--- src/rtl/stream_mux_rr_if.sv ---
// Valid/ready bundle for the round-robin stream mux: NUM_IN producer lanes in,
// one tagged consumer lane out. The mux takes the slave side; the environment drives master.
interface stream_mux_rr_if #(
  parameter int NUM_IN = 4,
  parameter int WIDTH  = 3,
  parameter int SEL_W  = (NUM_IN > 1) ? $clog2(NUM_IN) : 1
);
  logic [NUM_IN*WIDTH-1:0] in_data;
  logic [NUM_IN-1:0]       in_valid;
  logic [NUM_IN-1:0]       in_ready;
  logic [WIDTH-1:0]        out_data;
  logic [SEL_W-1:0]        out_sel;
  logic                    out_valid;
  logic                    out_ready;

  modport master (
    output in_data, in_valid, out_ready,
    input  in_ready, out_data, out_sel, out_valid
  );

  modport slave (
    input  in_data, in_valid, out_ready,
    output in_ready, out_data, out_sel, out_valid
  );
endinterface

--- src/rtl/stream_mux_rr.sv ---
// N-input stream multiplexer with an internal arbiter (round-robin or fixed priority)
// feeding a 1-deep registered output buffer; out_sel tags the source channel.
module stream_mux_rr #(
  parameter int NUM_IN = 4,
  parameter int WIDTH  = 3,
  parameter int MODE   = 0
) (
  input  logic            clk,
  input  logic            rst,
  stream_mux_rr_if.slave  bus
);
  localparam int SEL_W = (NUM_IN > 1) ? $clog2(NUM_IN) : 1;

  typedef enum logic {EMPTY, FULL} state_t;

  state_t             state_q, state_d;
  logic [WIDTH-1:0]   data_q, data_d;
  logic [SEL_W-1:0]   sel_q, sel_d;
  logic [SEL_W-1:0]   ptr_q, ptr_d;
  logic [SEL_W-1:0]   grant;
  logic               any;
  logic               load;

  assign any  = |bus.in_valid;
  assign load = (state_q == EMPTY) | bus.out_ready;

  // Search starts at ptr and wraps; in fixed-priority mode ptr stays 0,
  // which turns the same search into lowest-index-wins.
  always_comb begin
    // NOTE: every always_comb output gets a default first so no path leaves it
    // unassigned; otherwise synthesis infers a latch.
    grant = '0;
    for (int k = NUM_IN - 1; k >= 0; k--) begin
      int idx;
      idx = int'(ptr_q) + k;
      if (idx >= NUM_IN) idx = idx - NUM_IN;
      if (bus.in_valid[idx]) grant = SEL_W'(idx);
    end
  end

  always_comb begin
    bus.in_ready = '0;
    if (!rst && load && any) bus.in_ready[grant] = 1'b1;
  end

  always_comb begin
    state_d = state_q;
    data_d  = data_q;
    sel_d   = sel_q;
    ptr_d   = ptr_q;
    if (load) begin
      if (any) begin
        state_d = FULL;
        data_d  = bus.in_data[grant*WIDTH +: WIDTH];
        sel_d   = grant;
        if (MODE == 0)
          ptr_d = (grant == SEL_W'(NUM_IN - 1)) ? '0 : grant + SEL_W'(1);
      end else begin
        state_d = EMPTY;
      end
    end
  end

  always_ff @(posedge clk) begin
    // NOTE: state registers use non-blocking assignment so every flop samples
    // the pre-edge values regardless of statement order.
    if (rst) begin
      state_q <= EMPTY;
      data_q  <= '0;
      sel_q   <= '0;
      ptr_q   <= '0;
    end else begin
      state_q <= state_d;
      data_q  <= data_d;
      sel_q   <= sel_d;
      ptr_q   <= ptr_d;
    end
  end

  assign bus.out_valid = (state_q == FULL);
  assign bus.out_data  = data_q;
  assign bus.out_sel   = sel_q;
endmodule

--- src/flat_wrapper.sv ---
// flat-port wrapper written by rule: the top's interface ports become plain ports
module stream_mux_rr_flat 
#(
  parameter int NUM_IN = 4,
  parameter int WIDTH  = 3,
  parameter int MODE   = 0
)
  (clk, rst, bus_in_data, bus_in_valid, bus_out_ready, bus_in_ready, bus_out_data, bus_out_sel, bus_out_valid);
  stream_mux_rr_if #(.NUM_IN(NUM_IN), .WIDTH(WIDTH)) bus_i ();
  input  logic clk;
  input  logic rst;
  input wire logic [$bits(bus_i.in_data)-1:0] bus_in_data;
  input wire logic [$bits(bus_i.in_valid)-1:0] bus_in_valid;
  input wire logic [$bits(bus_i.out_ready)-1:0] bus_out_ready;
  output wire logic [$bits(bus_i.in_ready)-1:0] bus_in_ready;
  output wire logic [$bits(bus_i.out_data)-1:0] bus_out_data;
  output wire logic [$bits(bus_i.out_sel)-1:0] bus_out_sel;
  output wire logic [$bits(bus_i.out_valid)-1:0] bus_out_valid;
  assign bus_i.in_data = bus_in_data;
  assign bus_i.in_valid = bus_in_valid;
  assign bus_i.out_ready = bus_out_ready;
  assign bus_in_ready = bus_i.in_ready;
  assign bus_out_data = bus_i.out_data;
  assign bus_out_sel = bus_i.out_sel;
  assign bus_out_valid = bus_i.out_valid;
  stream_mux_rr #(.NUM_IN(NUM_IN), .WIDTH(WIDTH), .MODE(MODE)) u_core (.clk(clk), .rst(rst), .bus(bus_i));
endmodule
--- config.mk ---
export PLATFORM = sky130hd
export DESIGN_NAME = stream_mux_rr_flat
export DESIGN_NICKNAME = d
export VERILOG_FILES = /design/src/rtl/stream_mux_rr_if.sv /design/src/rtl/stream_mux_rr.sv /design/src/flat_wrapper.sv
export SDC_FILE = /design/constraint.sdc
export NUM_CORES = 1
export LEC_CHECK = 0
export BUFFER_PORTS_ARGS = -buffer_cell sky130_fd_sc_hd__clkbuf_2
export CAP_MARGIN = 5
export CORE_MARGIN = 4
export CORE_UTILIZATION = 38
export CTS_CLUSTER_DIAMETER = 80
export DETAILED_ROUTE_END_ITERATION = 10
export HOLD_SLACK_MARGIN = 0.02
export PLACE_DENSITY = 0.73
export SLEW_MARGIN = 15
export SYNTH_ARGS = -nofsm -noshare
export SYNTH_HDL_FRONTEND = slang
export SYNTH_SLANG_ARGS = --single-unit
export TNS_END_PERCENT = 1
--- constraint.sdc ---
create_clock -name clk -period 1.4 [get_ports clk]
set_input_delay 0.07 -clock clk [delete_from_list [all_inputs] [get_ports clk]]
set_output_delay 0.07 -clock clk [all_outputs]
set_load 0.01 [all_outputs]
Yosys cells after proc, flatten, opt, wreduce, memory -nomap -nowiden
Index checks and enable logic that the tools add are counted.
{"block": "totals", "regBits": 8, "inputBits": 19, "output_inout_bits": 10, "word_cells": 58}
{"block": "op_classes", "add_sub_neg": 8, "multipliers": 1, "order_cmp": 10, "n_eq_ne": 1, "shift": 1, "mux": 25, "n_bitwise": 2, "n_reduce_logical": 6}
{"op": "$lt A32 B4 Y1 const B", "n": 4}
{"op": "$mux W32", "n": 4}
{"op": "$ge A32 B4 Y1 const B", "n": 3}
{"op": "$sub A32 B4 Y32 const B", "n": 3}
{"op": "$shiftx A12 B5 Y3", "n": 1}
{"op": "$mux W1", "n": 10}
{"op": "$mux W2", "n": 5}
{"op": "$bmux W1 S2", "n": 4}
{"op": "$add A2 B2 Y3 const B", "n": 2}
{"op": "$mul A2 B2 Y4 const B", "n": 1}
{"op": "$mux W4", "n": 1}
{"op": "$reduce_or A4 Y1", "n": 1}
{"op": "$sub A2 B3 Y4 const B", "n": 1}
{"op": "$add A2 B1 Y3 const B", "n": 1}
{"op": "$ge A2 B3 Y1 const B", "n": 1}
{"op": "$logic_and A1 B1 Y1", "n": 3}
{"op": "$lt A2 B3 Y1 const B", "n": 1}
{"op": "$add A2 B1 Y2 const B", "n": 1}
{"op": "$demux W1 S2", "n": 1}
{"op": "$eq A2 B2 Y1 const B", "n": 1}
{"op": "$ge A2 B1 Y1 const B", "n": 1}
{"op": "$reduce_and A2 Y1", "n": 1}
{"op": "$logic_not A1 Y1", "n": 1}
{"op": "$not A1 Y1", "n": 1}
{"op": "$or A1 B1 Y1", "n": 1}

Longest topological paths before layout
Gate-level depths: netlist of run 1.
{"block": "depth", "word_depth": 15, "mapped_depth": 5}

Worst setup path after synthesis of run 1
OpenSTA, ideal clock, no wires.
{"block": "synth_timing", "kind": "reg2reg", "from": "register u_core.ptr_q[1]", "to": "register u_core.data_q[2], in the netlist u_core.bus.out_data[2]", "setup_time_ns": 0.133, "arrival_ns": 1.247, "setup_slack_ns": 0.020, "stages_incl_launch_ff": 6, "path_buffers": 1, "synth_period_minus_slack_ns": 1.380, "cell_sequence": "dfxtp_1 -> or3b_1 -> o221ai_2 -> buf_6 -> mux2i_1 -> o221ai_1"}
{"block": "synth_via", "elab_chain_len": 12, "elab_cells_between_ends": 33, "classes_between": "add/sub (7); mul (1); order compare (4); shift (1); mux (20)"}
{"element": "start, declared", "line": "stream_mux_rr.sv:19", "text": "logic [SEL_W-1:0] ptr_q, ptr_d;"}
{"element": "start signal, assigned", "line": "stream_mux_rr.sv:76", "text": "ptr_q <= ptr_d;"}
{"element": "$add A2 B2 Y3", "line": "stream_mux_rr.sv:35", "text": "idx = int'(ptr_q) + k;"}
{"element": "$sub A32 B4 Y32 / $ge A32 B4 Y1 (equally long branches)", "line": "stream_mux_rr.sv:36", "text": "if (idx >= NUM_IN) idx = idx - NUM_IN;"}
{"element": "$mux W32", "line": "stream_mux_rr.sv:36"}
{"element": "$bmux W1 S2", "line": "stream_mux_rr.sv:37", "text": "if (bus.in_valid[idx]) grant = SEL_W'(idx);"}
{"element": "$mux W1 (implied by the code) (2 in series)", "line": "stream_mux_rr.sv:37"}
{"element": "$mux W2 (3 in series)", "line": "stream_mux_rr.sv:37"}
{"element": "$mux W2 *", "line": "stream_mux_rr.sv:37"}
{"element": "$mul A2 B2 Y4 *", "line": "stream_mux_rr.sv:54", "text": "data_d = bus.in_data[grant*WIDTH +: WIDTH];"}
{"element": "$shiftx A12 B5 Y3 *", "line": "stream_mux_rr.sv:54"}
{"element": "end signal, assigned", "line": "stream_mux_rr.sv:74", "text": "data_q <= data_d;"}
{"element": "end, declared", "line": "stream_mux_rr.sv:17", "text": "logic [WIDTH-1:0] data_q, data_d;"}
Every way passes the cells marked *; elsewhere a longest branch is shown, timed or not. The select of a mux whose other input is x is not followed.
A chain may end at the register's enable or synchronous reset.

Worst setup path in the final report of run 1
{"block": "layout_timing", "from": "register u_core.ptr_q[1]", "to": "output port bus_in_ready[3]"}
{"block": "layout_via", "elab_chain_len": 15, "elab_cells_between_ends": 37, "classes_between": "add/sub (7); order compare (6); mux (23); reduce/logical (1)"}
{"element": "$add A2 B2 Y3", "line": "stream_mux_rr.sv:35"}
{"element": "$sub A32 B4 Y32 / $ge A32 B4 Y1 (equally long branches)", "line": "stream_mux_rr.sv:36"}
{"element": "$mux W32", "line": "stream_mux_rr.sv:36"}
{"element": "$bmux W1 S2", "line": "stream_mux_rr.sv:37"}
{"element": "$mux W1 (implied by the code) (2 in series)", "line": "stream_mux_rr.sv:37"}
{"element": "$mux W2 (3 in series)", "line": "stream_mux_rr.sv:37"}
{"element": "$mux W2 *", "line": "stream_mux_rr.sv:37"}
{"element": "$lt A2 B3 Y1 (implied by the code) / $ge A2 B1 Y1 (equally long branches)", "line": "stream_mux_rr.sv:43", "text": "if (!rst && load && any) bus.in_ready[grant] = 1'b1;"}
{"element": "$logic_and A1 B1 Y1 (implied by the code)", "line": "stream_mux_rr.sv:43"}
{"element": "$mux W1 (implied by the code)", "line": "stream_mux_rr.sv:43"}
{"element": "$demux W1 S2 *"}
{"element": "$mux W4 *", "line": "stream_mux_rr.sv:43"}
{"element": "end, declared", "line": "flat_wrapper.sv:15", "text": "output wire logic [$bits(bus_i.in_ready)-1:0] bus_in_ready;"}
Marks and branches as above.

==> qor.yml, run 1 <==
run_status: "finished, violations left"
violations: "setup timing"
critPathArrivalTime_ns: 1.49
grt_use_total: 0.160
coreArea_um2: 1320
ys_warn_count: 0
cp-end-kind: "primary output"
gp_congestion: 0.770
holdPathStages: 4
rsz0062_at_grt: "true"
syn_area_um2: 533
num_rows: 13
io_pins: 29
cts_tree: "built"
worstRegToRegCells: 5
synthToLayoutAreaGrowth_pct: 58.5
cap_violations: 0
synth.ff_latch_count: 8
fin_ws_ns: -0.163
criticalPathCategory: "flip-flop to primary output"
antenna_found_initial: 0
drt-pass1-iter-count: 4
fmax_mhz: 640
crit_start: "u_core.ptr_q[1]$_SDFFE_PP0P_"
rrSetupSlack_ns: -0.12
synth_top_family_by_area: "simple AND/OR/NAND/NOR gates"
required_ns: 1.33
synth_xor_area_frac: 0
pwr-share-clk: 0.225
avgSynthCellArea_um2: 8.60
setup_violations: 8
antenna_left: 0
p_int_uw: 527
grt_max_degree: 10
cts_made_buffers: 3
routed_via_density: 5.17
slew_viol_final: 0
finalSetupTns_ns: -0.987
hold_violations: 0
grt_pass1_wl_mm: 2.43
ys_types: 26
grt_overflow: 0
synth-adder-area-share: 0
place_area_um2: 711
clk-insertion-delay-late_ns: 0.25
first_global_vias: 623
hold_end: "u_core.bus.out_valid$_SDFFE_PP0N_"
power_frac_seq: 0.355
final_nets: 122
fillers: 117
synth_edf_count: 0
hold_path.startpoint: "bus_out_ready"
whs_ns: 0.126
die_w_um: 45.5
synth_ff_type: "dfxtp_1"
clk_pin_slew_ns: 0.06
p_per_area_nw_per_um2: 929
post-route-cell-area_um2: 845
io_buffers: 28
clock-sinks: 8
htree_levels: 1
dpl.hpwl_mm: 1.19
syn-num-nets: 81
n_antenna_cell: 0
clk_path_buf_depth: 2
min_period_over_period: 1.12
synth_mux_area_frac: 0.131
layout_commonest_cell: "clkbuf_2"
cts_root_buf: "clkbuf_4"
worst_path_max_delay_cell: "or3b_4"
relSlewSlack: 0.763
worst_slew_pin_slew_ns: 0.354
initial_core_util: 0.405
drcViolationCount: 0
vias: 600
avgRoutedWirePerCell_um: 13.7
yosys.area_share.simple: 0.282
initialDrtViolationCount: 20
power_frac_comb: 0.419
fin_crit_ns: 1.56
synthArstFlopShare: 0
slowest_delay_ns: 0.39
wl_mm: 1.59
start_kind: "flip-flop"
synthCells: 62
crit_fanout: 5
yosysSeqAreaShare: 0.300
dieArea_um2: 2070
final_cell_mix: "clkbuf_2 (25), buf_4 (10), mux2i_1 (6), dfxtp_1 (6), nor2_1 (5)"
hold_class: "primary input to flip-flop"
path_cells: "or3b_4 -> o221ai_4 -> nand2b_4 -> nor2_1 -> clkbuf_2"
r2r-end: "u_core.ptr_q[1]$_SDFFE_PP0P_"
drive_gt1_frac: 0.564
fin_skew_ns: 0.0109
power.share.switching: 0.327
die_y_um: 45.5
p_switching_uw: 257
vdd_ir_drop_max_mv: 0.535
r2r-start: "u_core.ptr_q[1]$_SDFFE_PP0P_"
synth_compound_area_frac: 0.223
leakage_uw: 0.000412
-- per-stage QoR --
step / worst slack [ns] / total power [uW] / util / instances
after floorplan: 0.0199 / 442 / - / 62
after global placement: -0.0923 / 521 / 0.539 / 108
after detailed placement: -0.227 / 534 / 0.539 / 108
after CTS: -0.120 / 760 / 0.617 / 116
after global routing: -0.217 / 823 / 0.641 / 116
final: -0.163 / 784 / 0.641 / 116
-- metal layers --
layer | global-route usage | up-vias | share of wire
met4 | 0.0643 | 0 | 0.016
met2 | 0.295 | 33 | 0.52
li1 | - | 305 | -
met5 | 0 | - | 0
met1 | 0.175 | 258 | 0.38
met3 | 0.0277 | 4 | 0.088
-- timing repair --
item | in CTS | in global routing
gates cloned | 0 | 0
hold buffers | 0 | 0
endpoints found under the hold margin | 0 | 0
pin swaps | 9 | 2
gates resized for setup | 13 | 10
setup buffers | 5 | 0
endpoints found under the setup margin | 10 | 9
-- sequential cells by signal (all words and copies together), names as in the netlist --
signal and count:
u_core.bus.out_data 3, u_core.ptr_q 2, u_core.bus.out_sel 2, u_core.bus.out_valid 1
-- worst max path at each step --
stage / to / slack (ns) / depth (start not counted)
2_1_floorplan: u_core.bus.out_data[2]$_SDFFE_PP0P_ / 0.02 / 5
3_3_place_gp: u_core.bus.out_data[1]$_SDFFE_PP0P_ / -0.09 / 4
3_5_place_dp: u_core.ptr_q[1]$_SDFFE_PP0P_ / -0.23 / 4
4_1_cts: u_core.bus.out_data[0]$_SDFFE_PP0P_ / -0.12 / 5
5_1_grt: bus_in_ready[0] / -0.22 / 5
6_report: bus_in_ready[3] / -0.16 / 5
-- cells by family (layout without fill, tap and decap cells) --
kind of cell | count (synthesis) | in the layout
multiplexers | 7 | 7
AO/OA/AOI/OAI | 14 | 14
buffers and inverters | 5 | 44
flip-flops | 8 | 8
AND/OR/NAND/NOR | 28 | 28
-- cell type report --
| class | count | area [um2] | area share |
|---|---|---|---|
| inverters | 2 | 7.51 | 0.00889 |
| flip-flops and latches | 8 | 168 | 0.199 |
| repair buffers | 39 | 233 | 0.276 |
| multi-input cells | 49 | 395 | 0.468 |
| clock buffers | 3 | 22.5 | 0.0267 |
| well taps | 15 | 18.8 | 0.0222 |
-- synthesized netlist by cell type, types with 2 or more instances --
master | count | area [um2]
buf_6 | 2 | 22.5
nor2b_1 | 3 | 18.8
nand2_1 | 5 | 18.8
nand2b_1 | 2 | 12.5
o221ai_1 | 3 | 26.3
nand3_1 | 3 | 15.0
inv_1 | 2 | 7.51
a21oi_1 | 4 | 20.0
nor2_1 | 6 | 22.5
mux2i_1 | 7 | 70.1
dfxtp_1 | 8 | 160
nand3b_1 | 3 | 22.5
-- power by group through the flow --
stage                     combinational (uW)  clock (uW)  sequential (uW)
after floorplan                          155           0              287
after global placement                   243           0              278
after detailed placement                 255           0              279
after CTS                                308         175              277
after global routing                     352         189              282
final                                    329         177              279
-- critical path: cells and delay by family, from the launching register on --
kind	cells	cell delay [ns]
simple gates	3	0.64
flops	1	0.37
buf+inv	1	0.12
compound gates	1	0.10
Power figures use the tool's default switching activity.
==> inputs of run 2 (changes only) <==
--- a/config.mk
+++ b/config.mk
@@ -5,7 +5,7 @@
 export SDC_FILE = /design/constraint.sdc
 export NUM_CORES = 1
 export LEC_CHECK = 0
-export BUFFER_PORTS_ARGS = -buffer_cell sky130_fd_sc_hd__clkbuf_2
+export BUFFER_PORTS_ARGS = -buffer_cell sky130_fd_sc_hd__buf_2
 export CAP_MARGIN = 5
 export CORE_MARGIN = 4
 export CORE_UTILIZATION = 38
==> run 2 against run 1 <==
  * The flow still finishes with violations (setup timing)
  * Cell count shrank 2.6%
  * Flip-flop and latch count is the same
  * Clock skew decreased by 0.0033 ns
  * Clock power grew 5%
  * First-iteration DRC count shrank 75%
  * Power shrank 1.9%
  * Critical path depth stayed put
  * Sequential share of layout area up 0.39 points
  * Count of clock-buffer cells in the layout did not move
  * Fmax rose by 1.4%
  * Core utilization shrank 2.2 points
  * Critical endpoint is now u_core.bus.out_data[1]$_SDFFE_PP0P_
  * Largest cell class unchanged
  * Highest routed layer unchanged
==> qor.yml, run 2 (same netlist as run 1, synthesis figures left out) <==
vias: 601
wl_mm: 1.44
rsz0062_at_grt: "true"
grt_max_degree: 11
start_kind: "flip-flop"
post-route-cell-area_um2: 816
num_rows: 13
place_area_um2: 703
critPathArrivalTime_ns: 1.72
setup_violations: 8
drt-pass1-iter-count: 4
antenna_found_initial: 0
cp-end-kind: "flip-flop"
htree_levels: 1
grt_pass1_wl_mm: 2.48
place_ws_ns: -0.172
finalSetupTns_ns: -0.965
largest_reg_flops: 3
cts_tree: "built"
clk-insertion-delay-late_ns: 0.27
io_pins: 29
initial_core_util: 0.405
clock-sinks: 8
r2r-end: "u_core.bus.out_data[1]$_SDFFE_PP0P_"
fin_skew_ns: 0.00758
leakage_uw: 0.000398
cts_root_buf: "clkbuf_4"
worst_slew_pin_slew_ns: 0.311
clk_path_buf_depth: 2
clk_pin_slew_ns: 0.06
synthToLayoutAreaGrowth_pct: 53.1
first_global_vias: 580
die_w_um: 45.5
min_period_over_period: 1.10
io_buffers: 28
layout_commonest_cell: "buf_2"
relSlewSlack: 0.792
fmax_mhz: 649
stdcell_count: 113
required_ns: 1.58
worstRegToRegCells: 5
final_cell_mix: "buf_2 (28), mux2i_1 (6), buf_4 (6), dfxtp_1 (6), nand2_1 (5)"
hold_violations: 0
drcViolationCount: 0
post-place-cells: 107
slew_viol_final: 0
avgRoutedWirePerCell_um: 12.8
violations: "setup timing"
crit_fanout: 5
fin_util: 0.619
dieArea_um2: 2070
initialDrtViolationCount: 5
routed_via_density: 5.32
coreArea_um2: 1320
drive_gt1_frac: 0.551
cap_violations: 0
die_y_um: 45.5
hold_class: "primary input to flip-flop"
fin_crit_ns: 1.54
criticalPathCategory: "flip-flop to flip-flop"
run_status: "finished, violations left"
fin_ws_ns: -0.142
gp_congestion: 0.776
p_per_area_nw_per_um2: 943
crit_start: "u_core.ptr_q[1]$_SDFFE_PP0P_"
cts_made_buffers: 3
n_antenna_cell: 0
grt_use_total: 0.180
crit_end: "u_core.bus.out_data[1]$_SDFFE_PP0P_"
r2r-start: "u_core.ptr_q[1]$_SDFFE_PP0P_"
antenna_left: 0
rrSetupSlack_ns: -0.14
grt_overflow: 0
final_nets: 119
vdd_ir_drop_max_mv: 0.616
dpl.hpwl_mm: 1.06
## run 2: changes by cell type in the layout (fill, tap and decap cells not counted)
cell,delta
dfxtp_4,-1
nor2_1,-1
dfxtp_2,+1
buf_4,-4
nand2_1,+2
nor2_4,-1
clkbuf_2,-25
nor2_2,+2
nand2_2,-2
o221ai_2,+1
buf_2,+26
o221ai_1,-1
## run 2: per-stage QoR
stage          hold slack (ns)  total power (uW)
2_1_floorplan            0.254               442
3_3_place_gp             0.357               518
3_5_place_dp             0.369               525
4_1_cts                 0.0976               753
5_1_grt                 0.0984               824
6_report                0.0905               769
## run 2: layer usage
metal | vias up | GRT usage | part of all wire
li1 | 302 | - | -
met1 | 271 | 0.177 | 0.37
met2 | 23 | 0.287 | 0.49
met3 | 5 | 0.0711 | 0.097
met4 | 0 | 0.158 | 0.040
met5 | - | 0 | 0
## run 2: cell type report
| type | instances | area [um2] |
|---|---|---|
| clock buffers | 3 | 22.5 |
| multi-input cells | 49 | 394 |
| inverters | 2 | 7.51 |
| repair buffers | 36 | 208 |
| flip-flops and latches | 8 | 165 |
| fillers | 108 | 502 |
| well taps | 15 | 18.8 |
## run 2: critical path: stages, from the launching register on
cell	delay [ns]
dfxtp_4	0.38
nand2_1	0.05
a221o_1	0.38
buf_6	0.15
a211o_1	0.31
o221ai_1	0.19
## run 2: timing repair
action	CTS	global route
hold buffers	0	0
buffers inserted	3	0
setup endpoints to repair	10	8
gates resized for setup	14	4
pin swaps	3	3
## run 2: worst min-delay path by stage
stage | to | cells after the start | slack (ns) | startpoint
2_1_floorplan | u_core.bus.out_valid$_SDFFE_PP0N_ | 2 | 0.25 | bus_in_valid[1]
3_3_place_gp | u_core.bus.out_data[2]$_SDFFE_PP0P_ | 3 | 0.36 | bus_in_data[11]
3_5_place_dp | u_core.bus.out_valid$_SDFFE_PP0N_ | 4 | 0.37 | bus_out_ready
4_1_cts | u_core.ptr_q[1]$_SDFFE_PP0P_ | 2 | 0.1 | rst
5_1_grt | u_core.ptr_q[1]$_SDFFE_PP0P_ | 2 | 0.1 | rst
6_report | u_core.bus.out_valid$_SDFFE_PP0N_ | 4 | 0.09 | bus_out_ready
## run 2: power by group
| group | switching (uW) | internal, uW | leakage [uW] |
|---|---|---|---|
| Combinational | 145 | 161 | 0.000317 |
| Clock | 87.6 | 98.7 | 0.0000138 |
| Sequential | 19.1 | 258 | 0.0000673 |
| Total | 252 | 518 | 0.000398 |
==> inputs of run 3 (changes only) <==
--- a/config.mk
+++ b/config.mk
@@ -13,6 +13,7 @@
 export DETAILED_ROUTE_END_ITERATION = 10
 export HOLD_SLACK_MARGIN = 0.02
 export PLACE_DENSITY = 0.73
+export SETUP_SLACK_MARGIN = 0.02
 export SLEW_MARGIN = 15
 export SYNTH_ARGS = -nofsm -noshare
 export SYNTH_HDL_FRONTEND = slang
==> run 3 against run 2 <==
  * The run still ends with setup timing left
  * Sequential power hardly changed
  * Clock power barely moved
  * Register-to-register slack about the same
  * Design area up 10%
  * Sequential share of layout area fell by 1.6 points
  * Critical path depth unchanged
  * Global-route usage decreased by 1.5 points
  * Cell count is 2.7% higher
  * Combinational power increased by 21%
  * Fmax down 0.38%
  * Power rose by 8.2%
  * Core utilization up 6.5 points
  * Largest cell class unchanged
==> qor.yml, run 3 (same netlist as run 1, synthesis figures left out) <==
first_global_vias: 577
num_rows: 13
hold_class: "primary input to flip-flop"
criticalPathCategory: "flip-flop to flip-flop"
r2r-end: "u_core.bus.out_data[2]$_SDFFE_PP0P_"
fmax_mhz: 646
gp_congestion: 0.809
grt_max_degree: 11
cts_root_buf: "clkbuf_4"
cts_hold_buf: 0
layout_commonest_cell: "buf_2"
coreArea_um2: 1320
required_ns: 1.58
grt_use_total: 0.165
antenna_left: 0
slowest_delay_ns: 0.39
die_w_um: 45.5
fin_util: 0.684
cp-end-kind: "flip-flop"
vias: 633
htree_levels: 1
ff_latch_area_um2: 168
dpl.hpwl_mm: 1.05
synthToLayoutAreaGrowth_pct: 69.0
rrSetupSlack_ns: -0.15
avgRoutedWirePerCell_um: 14.5
final_nets: 122
leakage_uw: 0.000422
die_y_um: 45.5
grt_pass1_wl_mm: 2.51
fin_crit_ns: 1.55
fillers: 105
run_status: "finished, violations left"
final_cell_mix: "buf_2 (27), buf_4 (9), dfxtp_1 (6)"
r2r-start: "u_core.ptr_q[1]$_SDFFE_PP0P_"
worstRegToRegCells: 5
finalSetupTns_ns: -1.02
hold_path.startpoint: "bus_in_data[11]"
relSlewSlack: 0.711
cap_violations: 0
post-place-cells: 107
drcViolationCount: 0
cts_made_buffers: 3
largest_reg_flops: 3
drive_gt1_frac: 0.653
setup_violations: 8
dieArea_um2: 2070
holdPathStages: 3
p_per_area_nw_per_um2: 924
p_total_uw: 832
clk_pin_slew_ns: 0.06
hold_end: "u_core.bus.out_data[2]$_SDFFE_PP0P_"
fin_skew_ns: 0.00291
cts_tree: "built"
fin_ws_ns: -0.148
rsz0062_at_grt: "true"
multi_input_area_um2: 448
clk-insertion-delay-late_ns: 0.26
worst_slew_pin_slew_ns: 0.433
io_buffers: 28
min_period_over_period: 1.11
violations: "setup timing"
crit_fanout: 5
routed_via_density: 5.46
drt-pass1-iter-count: 5
clock-sinks: 8
start_kind: "flip-flop"
wl_mm: 1.68
hold_violations: 0
initial_core_util: 0.405
critPathArrivalTime_ns: 1.73
place_ws_ns: -0.180
worst_path_max_delay_cell: "dfxtp_4"
clk_path_buf_depth: 2
initialDrtViolationCount: 9
io_pins: 29
n_antenna_cell: 0
antenna_found_initial: 0
stdcell_count: 116
path_cells: "nand2_2 -> a221o_1 -> buf_6 -> a211o_1 -> o221ai_1"
vdd_ir_drop_max_mv: 0.601
grt_overflow: 0
slew_viol_final: 0
run 3: cell count changes in the layout (fill, tap and decap cells not counted), moves of 2 or more:
cell     change
buf_4        +3
mux2i_1      -2
mux2i_2      +2
nand2_1      -2
nand2_2      +2
run 3: worst max-delay path by stage:
stage                            startpoint                                  end  slack [ns]  cells after the start
6_report       u_core.ptr_q[1]$_SDFFE_PP0P_  u_core.bus.out_data[2]$_SDFFE_PP0P_       -0.15                      5
3_5_place_dp   u_core.ptr_q[1]$_SDFFE_PP0P_  u_core.bus.out_data[2]$_SDFFE_PP0P_       -0.18                      4
3_3_place_gp   u_core.ptr_q[1]$_SDFFE_PP0P_  u_core.bus.out_data[0]$_SDFFE_PP0P_       -0.09                      4
4_1_cts        u_core.ptr_q[0]$_SDFFE_PP0P_  u_core.bus.out_data[0]$_SDFFE_PP0P_        -0.1                      5
2_1_floorplan  u_core.ptr_q[1]$_SDFFE_PP0P_         u_core.ptr_q[1]$_SDFFE_PP0P_        0.02                      5
5_1_grt        u_core.ptr_q[1]$_SDFFE_PP0P_  u_core.bus.out_data[0]$_SDFFE_PP0P_       -0.19                      5
run 3: layout make-up:
type,instances,share of cell area
sequential,8,0.186
tap,15,0.0208
timing repair buffer,39,0.263
clock buffer,3,0.0250
inverter,2,0.00833
multi-input combinational,49,0.497
run 3: power breakdown:
part	internal (uW)	switching, uW
Combinational	195	174
Clock	98.7	87.3
Sequential	258	19.8
run 3: per-layer routing:
metal | wire length, um | global-route usage | part of all wire
met4 | 19 | 0.0526 | 0.011
met1 | 688 | 0.207 | 0.41
met3 | 141 | 0.0316 | 0.084
met5 | 0 | 0 | 0
met2 | 830 | 0.279 | 0.49
run 3: worst max-delay path: cells and delay by family, from the launching register on:
kind                   cells  cell delay [ns]
DFF                        1             0.39
buffers and inverters      1             0.16
and+or+nand+nor            1             0.06
AOI/OAI and AO/OA          3             0.87
run 3: repair_timing:
| item | in CTS | in global routing |
|---|---|---|
| gates resized for setup | 17 | 15 |
| pin swaps | 5 | 4 |
| setup buffers | 6 | 0 |
| endpoints found under the setup margin | 10 | 10 |
run 3: stage by stage:
| step | instance area (um2) | hold slack [ns] |
|---|---|---|
| 2_1_floorplan | 533 | 0.254 |
| 3_3_place_gp | 703 | 0.361 |
| 3_5_place_dp | 703 | 0.366 |
| 4_1_cts | 830 | 0.109 |
| 5_1_grt | 901 | 0.115 |
| 6_report | 901 | 0.108 |
